--- config.mk ---
export PLATFORM = sky130hd
export DESIGN_NAME = pc_gen_mc
export DESIGN_NICKNAME = d
export VERILOG_FILES = /design/src/rtl/pc_gen_mc.sv
export SDC_FILE = /design/constraint.sdc
export NUM_CORES = 1
export LEC_CHECK = 0
export ABC_AREA = 1
export ABC_CLOCK_PERIOD_IN_PS = 1900
export CAP_MARGIN = 20
export CORE_ASPECT_RATIO = 1.4
export CORE_UTILIZATION = 43
export DETAILED_ROUTE_END_ITERATION = 12
export GPL_ROUTABILITY_DRIVEN = 1
export PLACE_DENSITY = 0.9
export SLEW_MARGIN = 20
export SYNTH_ARGS = -nofsm -noshare
export SYNTH_HDL_FRONTEND = slang
export SYNTH_SLANG_ARGS = --single-unit
export TNS_END_PERCENT = 20
--- constraint.sdc ---
create_clock -name clk_i -period 1.9 [get_ports clk_i]
set_clock_uncertainty 0.05 [all_clocks]
set_input_delay 0.285 -clock clk_i [delete_from_list [all_inputs] [get_ports clk_i]]
set_output_delay 0.285 -clock clk_i [all_outputs]
set_load 0.02 [all_outputs]
--- src/rtl/pc_gen_mc.sv ---
// Program-counter generator for the fetch front end: prioritised redirects, valid/ready fetch
// handshake, epoch tagging of every fetch, and trapping of misaligned targets.
module pc_gen_mc #(
   parameter int unsigned XLEN        = 32,
   parameter int unsigned NUM_REDIR   = 4,
   parameter int unsigned EPOCH_W     = 3,
   parameter bit          ALIGN_CHECK = 1'b1
) (
   input  logic                      clk_i,
   input  logic                      reset_ni,
   input  logic                      enable_i,
   input  logic [XLEN-1:0]           initial_pc_i,
   input  logic [NUM_REDIR-1:0]      redir_valid_i,
   input  logic [NUM_REDIR*XLEN-1:0] redir_target_i,
   output logic                      fetch_valid_o,
   input  logic                      fetch_ready_i,
   output logic [XLEN-1:0]           fetch_pc_o,
   output logic [EPOCH_W-1:0]        fetch_epoch_o,
   output logic                      redirect_taken_o,
   output logic [NUM_REDIR-1:0]      redirect_src_o,
   output logic                      misalign_o,
   output logic [XLEN-1:0]           fault_pc_o
);

   localparam logic [1:0] ST_BOOT  = 2'd0;
   localparam logic [1:0] ST_RUN   = 2'd1;
   localparam logic [1:0] ST_FAULT = 2'd2;

   logic [1:0]           state_q, state_n;
   logic [XLEN-1:0]      pc_q, pc_n;
   logic [EPOCH_W-1:0]   epoch_q, epoch_n;
   logic [NUM_REDIR-1:0] pend_src_q, pend_src_n;
   logic [XLEN-1:0]      pend_tgt_q, pend_tgt_n;
   logic                 valid_q, valid_n;
   logic                 taken_q, taken_n;
   logic [NUM_REDIR-1:0] src_q, src_n;
   logic                 mis_q, mis_n;
   logic [XLEN-1:0]      fault_q, fault_n;

   logic [NUM_REDIR-1:0] masked_in;
   logic [NUM_REDIR-1:0] new_oh;
   logic [XLEN-1:0]      new_tgt;
   logic                 has_new;
   logic [NUM_REDIR-1:0] win_oh;
   logic [XLEN-1:0]      win_raw;
   logic [XLEN-1:0]      win_tgt;
   logic                 have_win;
   logic                 tgt_bad;
   logic                 boot_bad;
   logic [XLEN-1:0]      boot_pc;

   // Redirect arbitration: FAULT only listens to channel 0; fresh requests beat pending ones
   always_comb begin
      masked_in = (state_q == ST_FAULT) ? (redir_valid_i & NUM_REDIR'(1)) : redir_valid_i;
      new_oh    = '0;
      new_tgt   = '0;
      for (int k = NUM_REDIR - 1; k >= 0; k--) begin
         if (masked_in[k]) begin
            new_oh  = NUM_REDIR'(1) << k;
            new_tgt = redir_target_i[k*XLEN +: XLEN];
         end
      end
      has_new  = |masked_in;
      win_oh   = has_new ? new_oh : pend_src_q;
      win_raw  = has_new ? new_tgt : pend_tgt_q;
      have_win = |win_oh;
      win_tgt  = ALIGN_CHECK ? win_raw : {win_raw[XLEN-1:2], 2'b00};
      tgt_bad  = ALIGN_CHECK && (win_raw[1:0] != 2'b00);
      boot_bad = ALIGN_CHECK && (initial_pc_i[1:0] != 2'b00);
      boot_pc  = ALIGN_CHECK ? initial_pc_i : {initial_pc_i[XLEN-1:2], 2'b00};
   end

   // Next-state and registered-output logic
   always_comb begin
      state_n    = state_q;
      pc_n       = pc_q;
      epoch_n    = epoch_q;
      pend_src_n = pend_src_q;
      pend_tgt_n = pend_tgt_q;
      taken_n    = 1'b0;
      src_n      = '0;
      fault_n    = fault_q;

      if (!enable_i) begin
         if (has_new) begin
            pend_src_n = new_oh;
            pend_tgt_n = new_tgt;
         end
      end else begin
         pend_src_n = '0;
         pend_tgt_n = '0;
         if (have_win) begin
            // Redirect overrides any same-cycle handshake increment
            epoch_n = epoch_q + EPOCH_W'(1);
            taken_n = 1'b1;
            src_n   = win_oh;
            if (tgt_bad) begin
               state_n = ST_FAULT;
               fault_n = win_raw;
            end else begin
               state_n = ST_RUN;
               pc_n    = win_tgt;
            end
         end else begin
            case (state_q)
               ST_BOOT: begin
                  if (boot_bad) begin
                     state_n = ST_FAULT;
                     fault_n = initial_pc_i;
                  end else begin
                     state_n = ST_RUN;
                     pc_n    = boot_pc;
                  end
               end
               ST_RUN: begin
                  if (fetch_ready_i) begin
                     pc_n = pc_q + XLEN'(4);
                  end
               end
               ST_FAULT: ;
               default: state_n = ST_BOOT;
            endcase
         end
      end

      valid_n = (state_n == ST_RUN);
      mis_n   = (state_n == ST_FAULT);
   end

   always_ff @(posedge clk_i or negedge reset_ni) begin
      if (!reset_ni) begin
         state_q    <= ST_BOOT;
         pc_q       <= '0;
         epoch_q    <= '0;
         pend_src_q <= '0;
         pend_tgt_q <= '0;
         valid_q    <= 1'b0;
         taken_q    <= 1'b0;
         src_q      <= '0;
         mis_q      <= 1'b0;
         fault_q    <= '0;
      end else begin
         state_q    <= state_n;
         pc_q       <= pc_n;
         epoch_q    <= epoch_n;
         pend_src_q <= pend_src_n;
         pend_tgt_q <= pend_tgt_n;
         valid_q    <= valid_n;
         taken_q    <= taken_n;
         src_q      <= src_n;
         mis_q      <= mis_n;
         fault_q    <= fault_n;
      end
   end

   assign fetch_valid_o    = valid_q;
   assign fetch_pc_o       = pc_q;
   assign fetch_epoch_o    = epoch_q;
   assign redirect_taken_o = taken_q;
   assign redirect_src_o   = src_q;
   assign misalign_o       = mis_q;
   assign fault_pc_o       = fault_q;

endmodule
==> impl_metrics.env <==
export IMPL_comb_power_share=0.575
export IMPL_ys_seq_area_frac=0.3817
export IMPL_p_int_mw=7.579
export IMPL_fin_crit_ns=2.267
export IMPL_clock_insertion_delay_worst_skew_ns=0.36
export IMPL_hold_ws_ns=0.3918
export IMPL_synthesis_nets=1350
export IMPL_synth_distinct_cells=33
export IMPL_grt_setup_unrepaired="true"
export IMPL_hold_class="in -> async"
export IMPL_numCtsBuffers=9
export IMPL_start_util=0.4384
export IMPL_area_growth_pct=56.61
export IMPL_grt_max_degree=50
export IMPL_avgSynthCellArea_um2=6.222
export IMPL_placed_cell_area_um2=10630
export IMPL_violations="setup timing"
export IMPL_cp_common_cell="nand2_4"
export IMPL_fmaxAchievable_ghz=0.4412
export IMPL_finalSetupViolations=68
export IMPL_fin_tns_setup_ns=-18.11
export IMPL_fin_cells=1701
export IMPL_nFillCells=1299
export IMPL_outcome="finished with violations"
export IMPL_worst_slack_ns=-0.3668
export IMPL_wl_per_cell_um=17.08
export IMPL_relSlewSlack=0.6559
export IMPL_post_route_util=0.6866
export IMPL_cp_end_kind="register"
export IMPL_design_area_um2=11500
export IMPL_viasPerCell=5.326
export IMPL_layout_drive_gt1_share=0.1422
export IMPL_grt_overflow_total=0
export IMPL_worst_setup_path_type="reg -> reg"
export IMPL_ir_drop_v=0.0008163
export IMPL_chipHeight_um=156.6
export IMPL_n_antenna_cell=0
export IMPL_first_iter_violations=807
export IMPL_cp_data_required_time_ns=2.14
export IMPL_drv_slew=0
export IMPL_cts_tree="yes"
export IMPL_synthTopCellsByArea="dfrtp_1 (38%), nand2_1 (30%), nor2_1 (7.0%)"
export IMPL_grt_pass1_vias=8431
export IMPL_crit_chain="nand2_4 > nand2_4 > nor2_2 > inv_1 > nand2_2 > nor2_2 > nand2_4 > nand2_4 > nand2_4 > inv_1 > nor2_4 > clkbuf_16 > nand2_1 > nand2_1"
export IMPL_boundaryPins=242
export IMPL_synth_common_cells="nand2_1 (585), nor2_1 (136), dfrtp_1 (112), inv_1 (68), nand3_1 (59)"
export IMPL_cp_buffers_inverters=3
export IMPL_io_buffers=241
export IMPL_power_density_nw_per_um2=1179
export IMPL_finalPower_mw=13.56
export IMPL_max_stage_delay_ns=0.42
export IMPL_cp_max_fo=7
export IMPL_wl_um=29060
export IMPL_grt_use_total=0.3039
export IMPL_postSynthCellCount=1180
export IMPL_synth_edf_count=0
export IMPL_worst_pin_slew_ns=0.5162
export IMPL_vias=9059
export IMPL_clkPwrFrac=0.141
export IMPL_rows=56
export IMPL_p_switching_mw=5.983
export IMPL_async_flop_share=1.000
export IMPL_die_w_um=112.4
export IMPL_clock_path_buffers=2
export IMPL_synth_top_area_frac=0.3817
export IMPL_dr_pass1_iters=6
export IMPL_syn_cell_area_um2=7342
export IMPL_dp_hpwl_um=20750
export IMPL_place_congestion=1.022
export IMPL_ys_warn_count=0
export IMPL_ant_nets=0
export IMPL_grt_pass1_wl_um=41990
export IMPL_power_share_sequential=0.284
export IMPL_postSynthRegisterBits=112
export IMPL_synth_most_common_cell="nand2_1"
export IMPL_design_core_area_um2=16750
export IMPL_drc=0
export IMPL_synth_flop_cell="dfrtp_1"
export IMPL_hold_viol=0
export IMPL_yosysTopAreaCell="dfrtp_1"
export IMPL_cap_violations=0
export IMPL_clockRootBuffer="clkbuf_16"
export IMPL_period_share=1.193
export IMPL_cts_max_level=3
export IMPL_p_leak_nw=5.714
export IMPL_swShare=0.4412
export IMPL_cp_start_kind="register"
export IMPL_arrival_ns=2.51
export IMPL_slowest_stage="dfrtp_1"
export IMPL_antenna_found_initial=0
export IMPL_path_clk_slew_ns=0.08
export IMPL_clock_sinks=112
export IMPL_critical_path_top_delay_family="simple AND/OR/NAND/NOR gates"
export IMPL_dieArea_um2=17610
export IMPL_dpl_cell_count=1665
export IMPL_fin_nets=1663
export IMPL_dp_slack_ns=-0.5123
flip-flops by register name, indices dropped and copies added (netlist names):
| signal | count |
|---|---|
| fault_pc_o | 32 |
| fetch_epoch_o | 3 |
| fetch_pc_o | 32 |
| fetch_valid_o | 1 |
| misalign_o | 1 |
| pend_src_q | 4 |
| pend_tgt_q | 32 |
| redirect_src_o | 4 |
| redirect_taken_o | 1 |
| state_q | 2 |
layer usage:
metal / vias to the layer above / GRT usage / share of wire
met5: - / 0 / 0
met4: 0 / 0.1435 / 0.046
met3: 105 / 0.03834 / 0.076
met2: 527 / 0.5294 / 0.49
met1: 4156 / 0.3734 / 0.39
li1: 4271 / - / -
cells in the final DEF, fill, tap and decap left out, types with 2 or more instances in the layout:
| master | count |
|---|---|
| o21ai_0 | 30 |
| nor2_4 | 4 |
| nand3_2 | 4 |
| inv_2 | 5 |
| nor2_2 | 6 |
| nand2_2 | 28 |
| o211ai_1 | 7 |
| xor2_1 | 6 |
| dfrtp_2 | 3 |
| a21oi_1 | 46 |
| nand2_4 | 11 |
| xnor2_1 | 7 |
| buf_12 | 16 |
| inv_4 | 2 |
| buf_6 | 10 |
| clkdlybuf4s50_1 | 237 |
| clkinvlp_4 | 2 |
| nor3_1 | 3 |
| dlymetal6s2s_1 | 2 |
| nor2_1 | 131 |
| o21ai_1 | 13 |
| dfrtp_1 | 109 |
| or2_2 | 2 |
| clkbuf_16 | 15 |
| nand2_1 | 553 |
| nand3b_1 | 6 |
| inv_1 | 65 |
| a21oi_2 | 10 |
| ha_1 | 2 |
| nand3_1 | 53 |
| inv_8 | 2 |
| buf_4 | 83 |
| nand3_4 | 2 |
| nand4_1 | 10 |
timing repair:
item                                   CTS  global route
endpoints found under the hold margin   35             0
resized for setup                       33            54
hold buffers                             1             0
cloned                                   2             8
buffers inserted                         3             6
pin swaps                                2             9
setup endpoints to repair               67            94
final cells by class:
cell class / instances / area (um^2) / share of cell area
well taps: 203 / 254.0 / 0.02209
inverters: 73 / 279.0 / 0.02427
clock inverters: 6 / 51.30 / 0.004461
flip-flops and latches: 112 / 2806 / 0.2441
repair buffers: 357 / 3637 / 0.3163
clock buffers: 10 / 239.0 / 0.02078
multi-input cells: 940 / 4232 / 0.3680
path summary, 6_finish.rpt:
kind                                  start                to  slack (ns)  cells past startpoint
max reg2reg                      state_q[1]    fetch_pc_o[21]       -0.37                     14
min reg2reg                fetch_epoch_o[2]  fetch_epoch_o[2]        0.42                      1
max in group asynchronous          reset_ni     fetch_pc_o[7]        0.78                      3
min in group clk_i         fetch_epoch_o[2]  fetch_epoch_o[2]        0.42                      1
min                                reset_ni        state_q[0]        0.39                      2
max                              state_q[1]    fetch_pc_o[21]       -0.37                     14
cells by family (layout without fill, tap and decap cells):
logic type,after synthesis,in the layout,synth area share
and+or+nand+nor,814,815,0.4429
buffers and inverters,129,446,0.07737
DFF,112,112,0.3817
AOI/OAI and AO/OA,110,110,0.07907
adders and majority gates,2,2,0.003408
xor gates and xnor gates,13,13,0.01551
power by group through the flow:
stage	registers, mW	clock network [mW]	logic (mW)
after floorplan	4.54	0	2.80
after global placement	3.84	0	6.81
after detailed placement	3.84	0	6.96
after CTS	3.82	1.92	7.14
after global routing	3.92	2.02	8.39
final	3.85	1.91	7.80
No activity file was read; power rests on OpenSTA's default activity.
